==> src/rtl/iob_vga_scan_if.sv <==
// Pixel/sync bundle between the VGA scan generator and its neighbours.
//   master : the scan generator (drives coordinates, sync, colour to DAC)
//   slave  : renderer/board side (supplies vga_rgb_in, observes the rest)
// Optional VGA_TEST_PATTERN_EN adds vga_pattern_sel (slave -> master).
interface iob_vga_scan_if;
  logic [9:0]  vga_pixel_x;
  logic [9:0]  vga_pixel_y;
  logic [11:0] vga_rgb_in;
  logic        vga_hsync;
  logic        vga_vsync;
  logic [3:0]  vga_r;
  logic [3:0]  vga_g;
  logic [3:0]  vga_b;
  logic        vga_active;
  logic        vga_frame_start;
`ifdef VGA_TEST_PATTERN_EN
  logic        vga_pattern_sel;

  modport master (
    output vga_pixel_x, vga_pixel_y, vga_hsync, vga_vsync,
           vga_r, vga_g, vga_b, vga_active, vga_frame_start,
    input  vga_rgb_in, vga_pattern_sel
  );
  modport slave (
    input  vga_pixel_x, vga_pixel_y, vga_hsync, vga_vsync,
           vga_r, vga_g, vga_b, vga_active, vga_frame_start,
    output vga_rgb_in, vga_pattern_sel
  );
`else
  modport master (
    output vga_pixel_x, vga_pixel_y, vga_hsync, vga_vsync,
           vga_r, vga_g, vga_b, vga_active, vga_frame_start,
    input  vga_rgb_in
  );
  modport slave (
    input  vga_pixel_x, vga_pixel_y, vga_hsync, vga_vsync,
           vga_r, vga_g, vga_b, vga_active, vga_frame_start,
    output vga_rgb_in
  );
`endif
endinterface

==> src/rtl/iob_vga_scan.sv <==
// VGA raster scan generator.
// Divides clk into a pixel tick, runs horizontal/vertical counters, presents
// the current visible coordinate to the renderer and registers blanked RGB
// plus hsync/vsync one pixel tick later so all DAC-side outputs stay aligned.
// Ports:
//   clk  : system clock
//   rst  : asynchronous active-low reset
//   bus  : iob_vga_scan_if.master (pixel_x/y out, rgb_in in, sync/colour/
//          active/frame_start out)
// Optional feature macro: VGA_TEST_PATTERN_EN (colour-bar source selected by
// bus.vga_pattern_sel, sampled on the pixel tick).
module iob_vga_scan #(
  parameter int unsigned CLK_DIV  = 4,
  parameter int unsigned H_ACTIVE = 640,
  parameter int unsigned H_FP     = 16,
  parameter int unsigned H_SYNC   = 96,
  parameter int unsigned H_BP     = 48,
  parameter int unsigned V_ACTIVE = 480,
  parameter int unsigned V_FP     = 10,
  parameter int unsigned V_SYNC   = 2,
  parameter int unsigned V_BP     = 33,
  parameter bit          SYNC_POL = 1'b0
) (
  input  logic           clk,
  input  logic           rst,
  iob_vga_scan_if.master bus
);

  localparam int unsigned H_TOTAL = H_ACTIVE + H_FP + H_SYNC + H_BP;
  localparam int unsigned V_TOTAL = V_ACTIVE + V_FP + V_SYNC + V_BP;
  // A divider of 1 still needs a 1-bit register; it simply never leaves 0.
  localparam int unsigned DIV_W   = (CLK_DIV > 1) ? $clog2(CLK_DIV) : 1;

  localparam logic [DIV_W-1:0] DIV_LAST = DIV_W'(CLK_DIV - 1);
  localparam logic [9:0] H_ACT_L = 10'(H_ACTIVE);
  localparam logic [9:0] HS_BEG  = 10'(H_ACTIVE + H_FP);
  localparam logic [9:0] HS_END  = 10'(H_ACTIVE + H_FP + H_SYNC);
  localparam logic [9:0] H_LAST  = 10'(H_TOTAL - 1);
  localparam logic [9:0] V_ACT_L = 10'(V_ACTIVE);
  localparam logic [9:0] VS_BEG  = 10'(V_ACTIVE + V_FP);
  localparam logic [9:0] VS_END  = 10'(V_ACTIVE + V_FP + V_SYNC);
  localparam logic [9:0] V_LAST  = 10'(V_TOTAL - 1);

  logic [DIV_W-1:0] div_q, div_d;
  logic [9:0]       h_q, h_d;
  logic [9:0]       v_q, v_d;
  logic             act_q, act_d;
  logic [11:0]      rgb_q, rgb_d;
  logic             hs_q, hs_d;
  logic             vs_q, vs_d;
  logic             fs_q, fs_d;

  logic             pix_tick_c;
  logic             in_act_c;
  logic [11:0]      src_rgb_c;

  assign pix_tick_c = (div_q == DIV_LAST);
  assign in_act_c   = (h_q < H_ACT_L) && (v_q < V_ACT_L);

  // Colour source for the current pixel period
`ifdef VGA_TEST_PATTERN_EN
  assign src_rgb_c = bus.vga_pattern_sel ?
                     {{4{h_q[8]}}, {4{h_q[7]}}, {4{h_q[6]}}} : bus.vga_rgb_in;
`else
  assign src_rgb_c = bus.vga_rgb_in;
`endif

  // Next-state: divider, counters and output stage (all advance on pix_tick)
  always_comb begin
    div_d = div_q;
    h_d   = h_q;
    v_d   = v_q;
    act_d = act_q;
    rgb_d = rgb_q;
    hs_d  = hs_q;
    vs_d  = vs_q;
    fs_d  = 1'b0;
    if (pix_tick_c) begin
      div_d = '0;
      if (h_q == H_LAST) begin
        h_d = '0;
        v_d = (v_q == V_LAST) ? 10'd0 : v_q + 10'd1;
      end else begin
        h_d = h_q + 10'd1;
      end
      act_d = in_act_c;
      rgb_d = in_act_c ? src_rgb_c : 12'h000;
      hs_d  = ((h_q >= HS_BEG) && (h_q < HS_END)) ? SYNC_POL : ~SYNC_POL;
      vs_d  = ((v_q >= VS_BEG) && (v_q < VS_END)) ? SYNC_POL : ~SYNC_POL;
      fs_d  = (h_q == H_LAST) && (v_q == V_LAST);
    end else begin
      div_d = div_q + DIV_W'(1);
    end
  end

  // State registers
  always_ff @(posedge clk or negedge rst) begin
    if (!rst) begin
      div_q <= '0;
      h_q   <= '0;
      v_q   <= '0;
      act_q <= 1'b0;
      rgb_q <= '0;
      hs_q  <= ~SYNC_POL;
      vs_q  <= ~SYNC_POL;
      fs_q  <= 1'b0;
    end else begin
      div_q <= div_d;
      h_q   <= h_d;
      v_q   <= v_d;
      act_q <= act_d;
      rgb_q <= rgb_d;
      hs_q  <= hs_d;
      vs_q  <= vs_d;
      fs_q  <= fs_d;
    end
  end

  // Renderer coordinates are combinational and parked at 0 in blanking
  assign bus.vga_pixel_x     = (h_q < H_ACT_L) ? h_q : 10'd0;
  assign bus.vga_pixel_y     = (v_q < V_ACT_L) ? v_q : 10'd0;
  assign bus.vga_hsync       = hs_q;
  assign bus.vga_vsync       = vs_q;
  assign bus.vga_r           = rgb_q[11:8];
  assign bus.vga_g           = rgb_q[7:4];
  assign bus.vga_b           = rgb_q[3:0];
  assign bus.vga_active      = act_q;
  assign bus.vga_frame_start = fs_q;

endmodule

==> src/flat_wrapper.sv <==
// flat-port wrapper written by rule: the top's interface ports become plain ports
module iob_vga_scan_flat 
#(
  parameter int unsigned CLK_DIV  = 4,
  parameter int unsigned H_ACTIVE = 640,
  parameter int unsigned H_FP     = 16,
  parameter int unsigned H_SYNC   = 96,
  parameter int unsigned H_BP     = 48,
  parameter int unsigned V_ACTIVE = 480,
  parameter int unsigned V_FP     = 10,
  parameter int unsigned V_SYNC   = 2,
  parameter int unsigned V_BP     = 33,
  parameter bit          SYNC_POL = 1'b0
)
  (clk, rst, bus_vga_pixel_x, bus_vga_pixel_y, bus_vga_hsync, bus_vga_vsync, bus_vga_r, bus_vga_g, bus_vga_b, bus_vga_active, bus_vga_frame_start, bus_vga_rgb_in);
  iob_vga_scan_if bus_i ();
  input  logic clk;
  input  logic rst;
  output wire logic [$bits(bus_i.vga_pixel_x)-1:0] bus_vga_pixel_x;
  output wire logic [$bits(bus_i.vga_pixel_y)-1:0] bus_vga_pixel_y;
  output wire logic [$bits(bus_i.vga_hsync)-1:0] bus_vga_hsync;
  output wire logic [$bits(bus_i.vga_vsync)-1:0] bus_vga_vsync;
  output wire logic [$bits(bus_i.vga_r)-1:0] bus_vga_r;
  output wire logic [$bits(bus_i.vga_g)-1:0] bus_vga_g;
  output wire logic [$bits(bus_i.vga_b)-1:0] bus_vga_b;
  output wire logic [$bits(bus_i.vga_active)-1:0] bus_vga_active;
  output wire logic [$bits(bus_i.vga_frame_start)-1:0] bus_vga_frame_start;
  input wire logic [$bits(bus_i.vga_rgb_in)-1:0] bus_vga_rgb_in;
  assign bus_vga_pixel_x = bus_i.vga_pixel_x;
  assign bus_vga_pixel_y = bus_i.vga_pixel_y;
  assign bus_vga_hsync = bus_i.vga_hsync;
  assign bus_vga_vsync = bus_i.vga_vsync;
  assign bus_vga_r = bus_i.vga_r;
  assign bus_vga_g = bus_i.vga_g;
  assign bus_vga_b = bus_i.vga_b;
  assign bus_vga_active = bus_i.vga_active;
  assign bus_vga_frame_start = bus_i.vga_frame_start;
  assign bus_i.vga_rgb_in = bus_vga_rgb_in;
  iob_vga_scan #(.CLK_DIV(CLK_DIV), .H_ACTIVE(H_ACTIVE), .H_FP(H_FP), .H_SYNC(H_SYNC), .H_BP(H_BP), .V_ACTIVE(V_ACTIVE), .V_FP(V_FP), .V_SYNC(V_SYNC), .V_BP(V_BP), .SYNC_POL(SYNC_POL)) u_core (.clk(clk), .rst(rst), .bus(bus_i));
endmodule
==> config.mk <==
export PLATFORM = sky130hd
export DESIGN_NAME = iob_vga_scan_flat
export DESIGN_NICKNAME = d
export VERILOG_FILES = /design/src/rtl/iob_vga_scan_if.sv /design/src/rtl/iob_vga_scan.sv /design/src/flat_wrapper.sv
export SDC_FILE = /design/constraint.sdc
export NUM_CORES = 1
export LEC_CHECK = 0
export CAP_MARGIN = 15
export CORE_MARGIN = 10
export CORE_UTILIZATION = 51
export CTS_BUF_LIST = sky130_fd_sc_hd__clkbuf_8 sky130_fd_sc_hd__clkbuf_16
export CTS_CLUSTER_SIZE = 25
export DETAILED_ROUTE_END_ITERATION = 16
export GPL_TIMING_DRIVEN = 0
export PLACE_DENSITY = 0.91
export SLEW_MARGIN = 10
export SYNTH_ARGS = -nofsm -noshare
export SYNTH_HDL_FRONTEND = slang
export SYNTH_SLANG_ARGS = --single-unit
export TNS_END_PERCENT = 20
==> constraint.sdc <==
create_clock -name clk -period 3.3 [get_ports clk]
set_input_delay 0.495 -clock clk [delete_from_list [all_inputs] [get_ports clk]]
set_output_delay 0.495 -clock clk [all_outputs]
set_load 0.005 [all_outputs]
==> results of run 1 <==
[metrics by stage]
step / power (mW) / cells
finish: 0.830 / 275
global placement: 0.535 / 265
detailed placement: 0.539 / 266
floorplan: 0.495 / 171
global route: 0.863 / 275
CTS: 0.840 / 274
[registers in the layout, indices dropped and copies added (netlist names)]
| register | cells |
|---|---|
| u_core.bus.vga_hsync | 1 |
| u_core.rgb_q | 12 |
| u_core.bus.vga_active | 1 |
| u_core.bus.vga_frame_start | 1 |
| u_core.div_q | 2 |
| u_core.h_q | 10 |
| u_core.bus.vga_vsync | 1 |
| u_core.v_q | 10 |
[cell usage in the layout (no fill, tap or decap), types with 2 or more instances in the layout]
cell type,instances
sky130_fd_sc_hd__clkdlybuf4s50_1,47
sky130_fd_sc_hd__dfrtp_1,36
sky130_fd_sc_hd__and2_1,14
sky130_fd_sc_hd__a22o_1,12
sky130_fd_sc_hd__nor2_1,9
sky130_fd_sc_hd__xnor2_1,9
sky130_fd_sc_hd__nand3_1,9
sky130_fd_sc_hd__inv_1,7
sky130_fd_sc_hd__o21ai_0,7
sky130_fd_sc_hd__nand4_1,7
sky130_fd_sc_hd__nand2_1,7
sky130_fd_sc_hd__nor3_1,5
sky130_fd_sc_hd__and3_1,5
sky130_fd_sc_hd__ha_1,5
sky130_fd_sc_hd__clkbuf_8,5
sky130_fd_sc_hd__xor2_1,4
sky130_fd_sc_hd__buf_2,3
sky130_fd_sc_hd__and2b_2,2
sky130_fd_sc_hd__and4_1,2
sky130_fd_sc_hd__clkbuf_1,2
sky130_fd_sc_hd__and4_2,2
sky130_fd_sc_hd__a21o_1,2
sky130_fd_sc_hd__a21oi_1,2
sky130_fd_sc_hd__nor4_1,2
sky130_fd_sc_hd__clkinv_2,2
sky130_fd_sc_hd__dfstp_2,2
[layout make-up]
| cell class | instances | area share, % |
|---|---|---|
| inverter | 6 | 0.900 |
| tap | 46 | 2.30 |
| clock buffer | 5 | 2.75 |
| multi-input combinational | 122 | 34.2 |
| timing repair buffer | 50 | 20.2 |
| clock inverter | 3 | 0.550 |
| sequential | 38 | 38.1 |
| buffer | 5 | 1.00 |
[cells by family (layout without fill, tap and decap cells)]
logic type | after synthesis | after routing | share of synthesized area [%]
buffers and inverters | 11 | 69 | 2.56
AOI/OAI and AO/OA | 28 | 28 | 11.0
and+or+nand+nor | 75 | 75 | 25.4
adders and majority gates | 5 | 5 | 3.37
other | 1 | 1 | 0.202
xor gates and xnor gates | 13 | 13 | 6.13
DFF | 38 | 38 | 51.3
[worst max-delay path by stage]
| stage | startpoint | endpoint | slack [ns] | depth (start not counted) |
|---|---|---|---|---|
| finish | u_core.h_q[8] | bus_vga_pixel_x[4] | 0.67 | 3 |
| CTS | u_core.h_q[8] | bus_vga_pixel_x[4] | 0.62 | 3 |
| floorplan | u_core.h_q[0] | u_core.v_q[9] | 1.72 | 5 |
| global placement | u_core.h_q[8] | bus_vga_pixel_x[4] | 0.88 | 3 |
| global route | u_core.h_q[8] | bus_vga_pixel_x[1] | 0.46 | 3 |
| detailed placement | u_core.h_q[8] | bus_vga_pixel_x[4] | 0.95 | 3 |
[worst max-delay path, stage by stage (launching register included)]
cell                              delay, ns
sky130_fd_sc_hd__dfrtp_1               0.47
sky130_fd_sc_hd__o21ai_0               0.65
sky130_fd_sc_hd__and2_1                0.22
sky130_fd_sc_hd__clkdlybuf4s50_1       0.52
[power breakdown]
group / leakage [nW] / internal [mW] / total [mW] / switching (mW)
registers: 0.477 / 0.473 / 0.477 / 0.00399
logic: 0.515 / 0.0351 / 0.0531 / 0.0179
clock network: 0.0491 / 0.143 / 0.300 / 0.156
[per-layer routing]
layer	wire length, um	vias up
li1	-	731
met1	2010	733
met2	2110	37
met3	283	4
met4	17	0
met5	0	-
[timing repair]
action                                 in CTS  in global routing
hold buffers                                0                  1
setup buffers                               0                  0
endpoints found under the hold margin       0                  2
==> reports/results.txt, run 1 <==
The post-synthesis register bit count works out to 38. The startpoint of the tightest hold check path is u_core.div_q[0]. After layout, the worst setup slack is 0.666 ns.

CTS built an H-tree with a depth of 2. Headroom to the max-slew limit came out at 49.1%. The first-pass detailed-route iteration total was 4; the number of maximum-capacitance violations was 0. The area of the placeable core was 0.00342 mm^2; the area of all placed cells without fillers was 0.00250 mm^2.

The CTS clock-pin slew for the worst setup and hold paths works out to 0.07 ns. The data required time at the worst endpoint was 2.80 ns; the layout cell share with drive strength beyond 1 was 9.17%. The peak supply drop is 0.275 mV, and the cell row count is 21. For the worst flop-to-flop path, the logic depth is 4. The transition time at the pin with the least slew margin works out to 0.755 ns.

Number of resized instances in the post-cts repair step: 0. For the number of nets with antenna violations after routing, the log shows 0. The die covers 0.00645 mm^2.

The cell type contributing the most total cell area after synthesis was sky130_fd_sc_hd__dfrtp_1. Based on the critical path, the design can be clocked at up to 0.380 GHz. Synthesis instantiated 41 different standard cells from the library.

The via density per instance came out at 5.47. Setup repair after global routing left no endpoint under its margin. The highest-utilization routing layer at the global route stage is met2.

The post-place instance area is 0.00241 mm^2, and the number of global-route vias before repair is 1,487. 0 antenna diodes ended up in the layout. The run gives 54.4% as the initial cell density of the core.

In this run the critical register-to-register path is launched from u_core.h_q[8]. For the final database, setup skew stands at 0.00746 ns. At the later pin of the worst-skew pair, clock insertion delay measures 0.29 ns. Via count: 1,505.

The commonest cells after synthesis are 36 x sky130_fd_sc_hd__dfrtp_1, 14 x sky130_fd_sc_hd__and2_1, 12 x sky130_fd_sc_hd__a22o_1. The number of antenna violations at the first check in global routing is 0, and the worst slack at placement is 0.946 ns. In this run, synthesis inferred 0 flip-flops with an integrated enable. Dividing the detail-routed wire length by the instance count gives 16.1 um. The mean post-synth cell area is 10.9 um^2. Gate count of the mapped netlist: 171. For the detailed-placement wirelength estimate, the log shows 3380 um. The path with the worst hold slack has its endpoint at u_core.div_q[0]. The routing usage on met1 was 17.9%. In this run the critical register-to-register path is captured at u_core.rgb_q[4]. The total length of routed wires was 4420 um; the met2 track demand over resource was 22.1%. Of all flip-flops after synthesis, the portion carrying an async set or reset was 100%.

The total global-route track usage came out at 14.2%. Relative to the synthesized area, the layout overhead comes to 34.8%. Counting along the longest clock path gives a buffer depth of 2.

The logs give 0 for the final max-slew violation count and 253 for the count of fill cells added during filler insertion. The multi-input combinational cells in the finished layout cover a total of 856 um^2. Summing every instance area after synthesis gives 0.00186 mm^2.

The critical path is of the reg -> out type. The worst slack on hold paths is 0.434 ns, and the number of DRC markers after the initial detailed-route iteration is 87. Registers take 953 um^2. Synthesis produced a netlist with a net count of 190.

The wire length of the first global-routing pass was 7330 um; the vertical die dimension was 80.3 um. By area the synthesized netlist is led by sky130_fd_sc_hd__dfrtp_1 49%, sky130_fd_sc_hd__a22o_1 5.7%, sky130_fd_sc_hd__and2_1 4.7%. The run gives 38 as the clock sink total.

Final weighted congestion in routability-driven placement: 0.873. For the finished layout, the period the worst path requires is 2.63 ns. TritonCTS built the clock tree. The worst setup path is captured at an output pin. The instance count along the most critical hold path is 1. The number of buffers added on ports works out to 48. The leakage power figure is 1.04 nW. The residual DRC count is 0, and the total negative slack is 0 ns. The run finished with clean final reports. The run gives 5.23% as the fraction of met3 tracks used by global routing.

For the total setup violations reported at the end of the flow, the log shows 0. In the final design database the tool counted 247 nets. For this run, the number of Yosys warnings is 0. The worst setup path is launched from a flip-flop. Power spread over the standard cell area amounts to 332 mW/mm^2.

The horizontal extent of the die came out at 80.3 um. By instance count, the leading cell after synthesis is sky130_fd_sc_hd__dfrtp_1. The global-route congestion overflow total was 0; the proportion of netlist area held by the largest area contributor was 48.5%. The class of the tightest hold or removal check is reg -> reg.

The tools report the root buffer selected by CTS as sky130_fd_sc_hd__clkbuf_8. For the final-report hold violation count, the log shows 0. The slack of the worst reg-to-reg path is 1.37 ns, and the maximum fanout encountered on the critical timing path is 9.

The run gives 73.3% as the post-route core utilization. In the synthesized netlist the dominant register cell turns out to be sky130_fd_sc_hd__dfrtp_1. Of the available clock period, the critical path in the final layout requires 79.8%.

50 I/O pins were placed. The share of the Yosys chip area taken by registers is 51.3%. TritonCTS created 5 clock buffers. Worst endpoint data arrival time: 2.14 ns. Entering global routing, the biggest net connects 37 pins.
No activity file was read; power rests on OpenSTA's default activity.
==> run 2: changes to the inputs <==
--- a/config.mk
+++ b/config.mk
@@ -7,12 +7,12 @@
 export LEC_CHECK = 0
 export CAP_MARGIN = 15
 export CORE_MARGIN = 10
-export CORE_UTILIZATION = 51
+export CORE_UTILIZATION = 48
 export CTS_BUF_LIST = sky130_fd_sc_hd__clkbuf_8 sky130_fd_sc_hd__clkbuf_16
 export CTS_CLUSTER_SIZE = 25
 export DETAILED_ROUTE_END_ITERATION = 16
 export GPL_TIMING_DRIVEN = 0
-export PLACE_DENSITY = 0.91
+export PLACE_DENSITY = 0.86
 export SLEW_MARGIN = 10
 export SYNTH_ARGS = -nofsm -noshare
 export SYNTH_HDL_FRONTEND = slang
==> constraint.sdc (replaced) <==
create_clock -name clk -period 2.7 [get_ports clk]
set_input_delay 0.405 -clock clk [delete_from_list [all_inputs] [get_ports clk]]
set_output_delay 0.405 -clock clk [all_outputs]
set_load 0.005 [all_outputs]
==> run 2 against run 1 <==
Design area rose by 0.20%. First-iteration DRC count is 21% higher. Sequential power increased by 22%.
==> reports/results.txt, run 2 (synthesis gave the netlist of run 1 again) <==
The flow ran to the end, and the final reports show no timing, DRC or antenna violations. The register with the most flip-flops in the layout has 12 of them. Entering global routing, the biggest net connects 39 pins. Between clock sinks in the finished design, the worst skew comes to 0.00298 ns.

The minimum clock period after layout is 2.41 ns, and the power per standard cell area is 419 mW/mm^2. Kind of critical path: reg -> out. Timing would allow up to 0.415 GHz.

The number of setup buffers added after CTS was 0; the total die area was 0.00676 mm^2. Clock tree synthesis selected as its root buffer the cell sky130_fd_sc_hd__clkbuf_8. Counting buffers and inverters, the worst setup path is 4 cells deep. For the number of global-route vias before repair, the log shows 1,432. The later pin in the worst-skew pair is clocked with a latency of 0.29 ns. Setup repair after global routing left no endpoint under its margin. Cells fill 68.0% of the core in the end. TritonCTS built the clock tree. The floorplan has 22 rows. Leaving out fill and tap cells, the most frequent cells in the layout are 47 x sky130_fd_sc_hd__clkdlybuf4s50_1, 36 x sky130_fd_sc_hd__dfrtp_1, 14 x sky130_fd_sc_hd__and2_1. STA puts the critical path data arrival time at 2.00 ns. The worst setup path is launched from a flip-flop. Counting flops per register, the top entry is u_core.rgb_q. The clock sink total was 38; the number of antenna violations at the first check in global routing was 0.

Summed over all cells, the static leakage comes to 1.03 nW. The longest clock path from root to sink contains 2 buffers. Critical path's slowest cell: sky130_fd_sc_hd__clkdlybuf4s50_1. The maximum fanout encountered on the critical timing path was 8; the total setup violations reported at the end of the flow was 0. The worst hold path belongs to the class in -> async. Clock tree synthesis inserted a total of 5 buffers.

The data required time at the worst endpoint is 2.30 ns, and the slack of the worst reg-to-reg path is 0.75 ns. The initial cell density of the core was 50.3%; the worst reg2reg path depth was 5. In this run the count of I/O pins placed on the die edge is 50. Routability-driven placement finished with a final weighted congestion of 0.865. The average detailed-routed wire length per instance was 15.5 um. Global routing used 12.9% of the available tracks.

Number of nets with antenna violations after routing: 0. The design draws 1.05 mW. Adding up every negative setup slack in the final design gives 0 ns. The share of the clock period used by the worst path was 89.2%; the residual DRC count was 0. The layout cell share with drive strength beyond 1 was 9.65%. The logs give 0 for the number of maximum-capacitance violations and 5 for the first-pass detailed-route iteration total. STA classifies the critical path endpoint as an output pin.

The cell family contributing the most delay on the critical path is simple AND/OR/NAND/NOR gates. For this run, the slowest stage of the critical path takes 0.51 ns. The final-report hold violation count was 0; the number of buffers added on ports was 48. The run gives 246 as the number of nets in the finished design.

The tools report the number of diodes added for antenna fixing as 0. Traced cell by cell, the critical path runs through and4_1 > nor2_1 > and2_1 > clkdlybuf4s50_1. The final max-slew violation count was 0. Detailed placement ended at an HPWL of 3170 um. In this run, placement finished with an instance count of 268.

The run gives 0.00241 mm^2 as the post-place instance area. The area of all placed cells without fillers was 0.00251 mm^2; the transition time at the pin with the least slew margin was 0.523 ns. Across all layers, the routed design uses 1,520 vias. The layout has 299 filler cells.

Once layout is complete, the cells apart from fillers number 276. Compared with the post-synthesis result, the final layout area differs by 35.0%. The H-tree generated during clock tree synthesis spans 2 levels. Total length of routed wires: 4270 um.

The floorplan step set the die height to 82.2 um. The area of the placeable core was 0.00369 mm^2; the relative slew slack was 65.0%. Dividing the detail-routed via count by the number of cells gives 5.51. The library cell used most frequently in the layout, excluding fill and tap cells, is sky130_fd_sc_hd__clkdlybuf4s50_1. The number of buffer and inverter stages on the critical path came out at 1. The CTS clock-pin slew for the worst setup and hold paths works out to 0.07 ns. Summed over all layers, the global routing overflow is 0. The largest registers in the layout are u_core.rgb_q x12, u_core.h_q x10, u_core.v_q x10. The first global-routing pass estimated 6840 um of wire. The horizontal extent of the die is 82.2 um, and the number of DRC markers after the initial detailed-route iteration is 105. VDD sags by at most 0.208 mV.
-- run 2: cell count changes in the layout (fill, tap and decap cells not counted) --
cell,delta
sky130_fd_sc_hd__clkinv_2,-1
sky130_fd_sc_hd__o21ai_0,-1
sky130_fd_sc_hd__dlygate4sd3_1,-1
sky130_fd_sc_hd__clkbuf_8,+1
sky130_fd_sc_hd__clkinvlp_4,+1
sky130_fd_sc_hd__o21ai_1,+1
sky130_fd_sc_hd__inv_1,-1
-- run 2: routing by layer --
layer / routed length [um] / global-route usage (%) / vias up
li1: - / - / 731
met1: 1890 / 16.1 / 732
met2: 1910 / 19.2 / 46
met3: 359 / 4.32 / 11
met4: 108 / 6.97 / 0
met5: 0 / 0 / -
-- run 2: metrics by stage --
stage,setup slack (ns),hold WS [ns]
2_1_floorplan,1.12,0.109
3_3_place_gp,0.383,0.413
3_5_place_dp,0.414,0.385
4_1_cts,0.0724,0.0645
5_1_grt,0.180,0.0750
6_report,0.291,0.0578
-- run 2: worst paths after layout --
kind / from / end
min in group clk: u_core.div_q[0] / u_core.div_q[0]
setup / recovery: u_core.v_q[6] / bus_vga_pixel_y[2]
max in group asynchronous: rst / u_core.bus.vga_vsync
hold reg to reg: u_core.div_q[0] / u_core.div_q[0]
hold / removal: rst / u_core.v_q[6]
setup reg to reg: u_core.h_q[0] / u_core.v_q[8]
-- run 2: what timing repair did --
action,4_1_cts,5_1_grt
setup endpoints to repair,0,7
gates resized for setup,0,1
hold buffers,0,0
-- run 2: final cells by class --
cell class                      count  area [um^2]  area share [%]
Sequential cell                    38          953            38.0
Tap cell                           48         60.1            2.40
Clock buffer                        6         82.6            3.29
Inverter                            6         22.5           0.898
Multi-Input combinational cell    122          856            34.1
Clock inverter                      2         12.5           0.499
Timing Repair Buffer               49          495            19.8
Buffer                              5         25.0           0.998
-- run 2: where the power goes --
part	total, mW	internal [mW]	switching, mW
Sequential	0.583	0.578	0.00476
Clock	0.406	0.205	0.201
Combinational	0.0631	0.0421	0.0211
Total	1.05	0.825	0.227
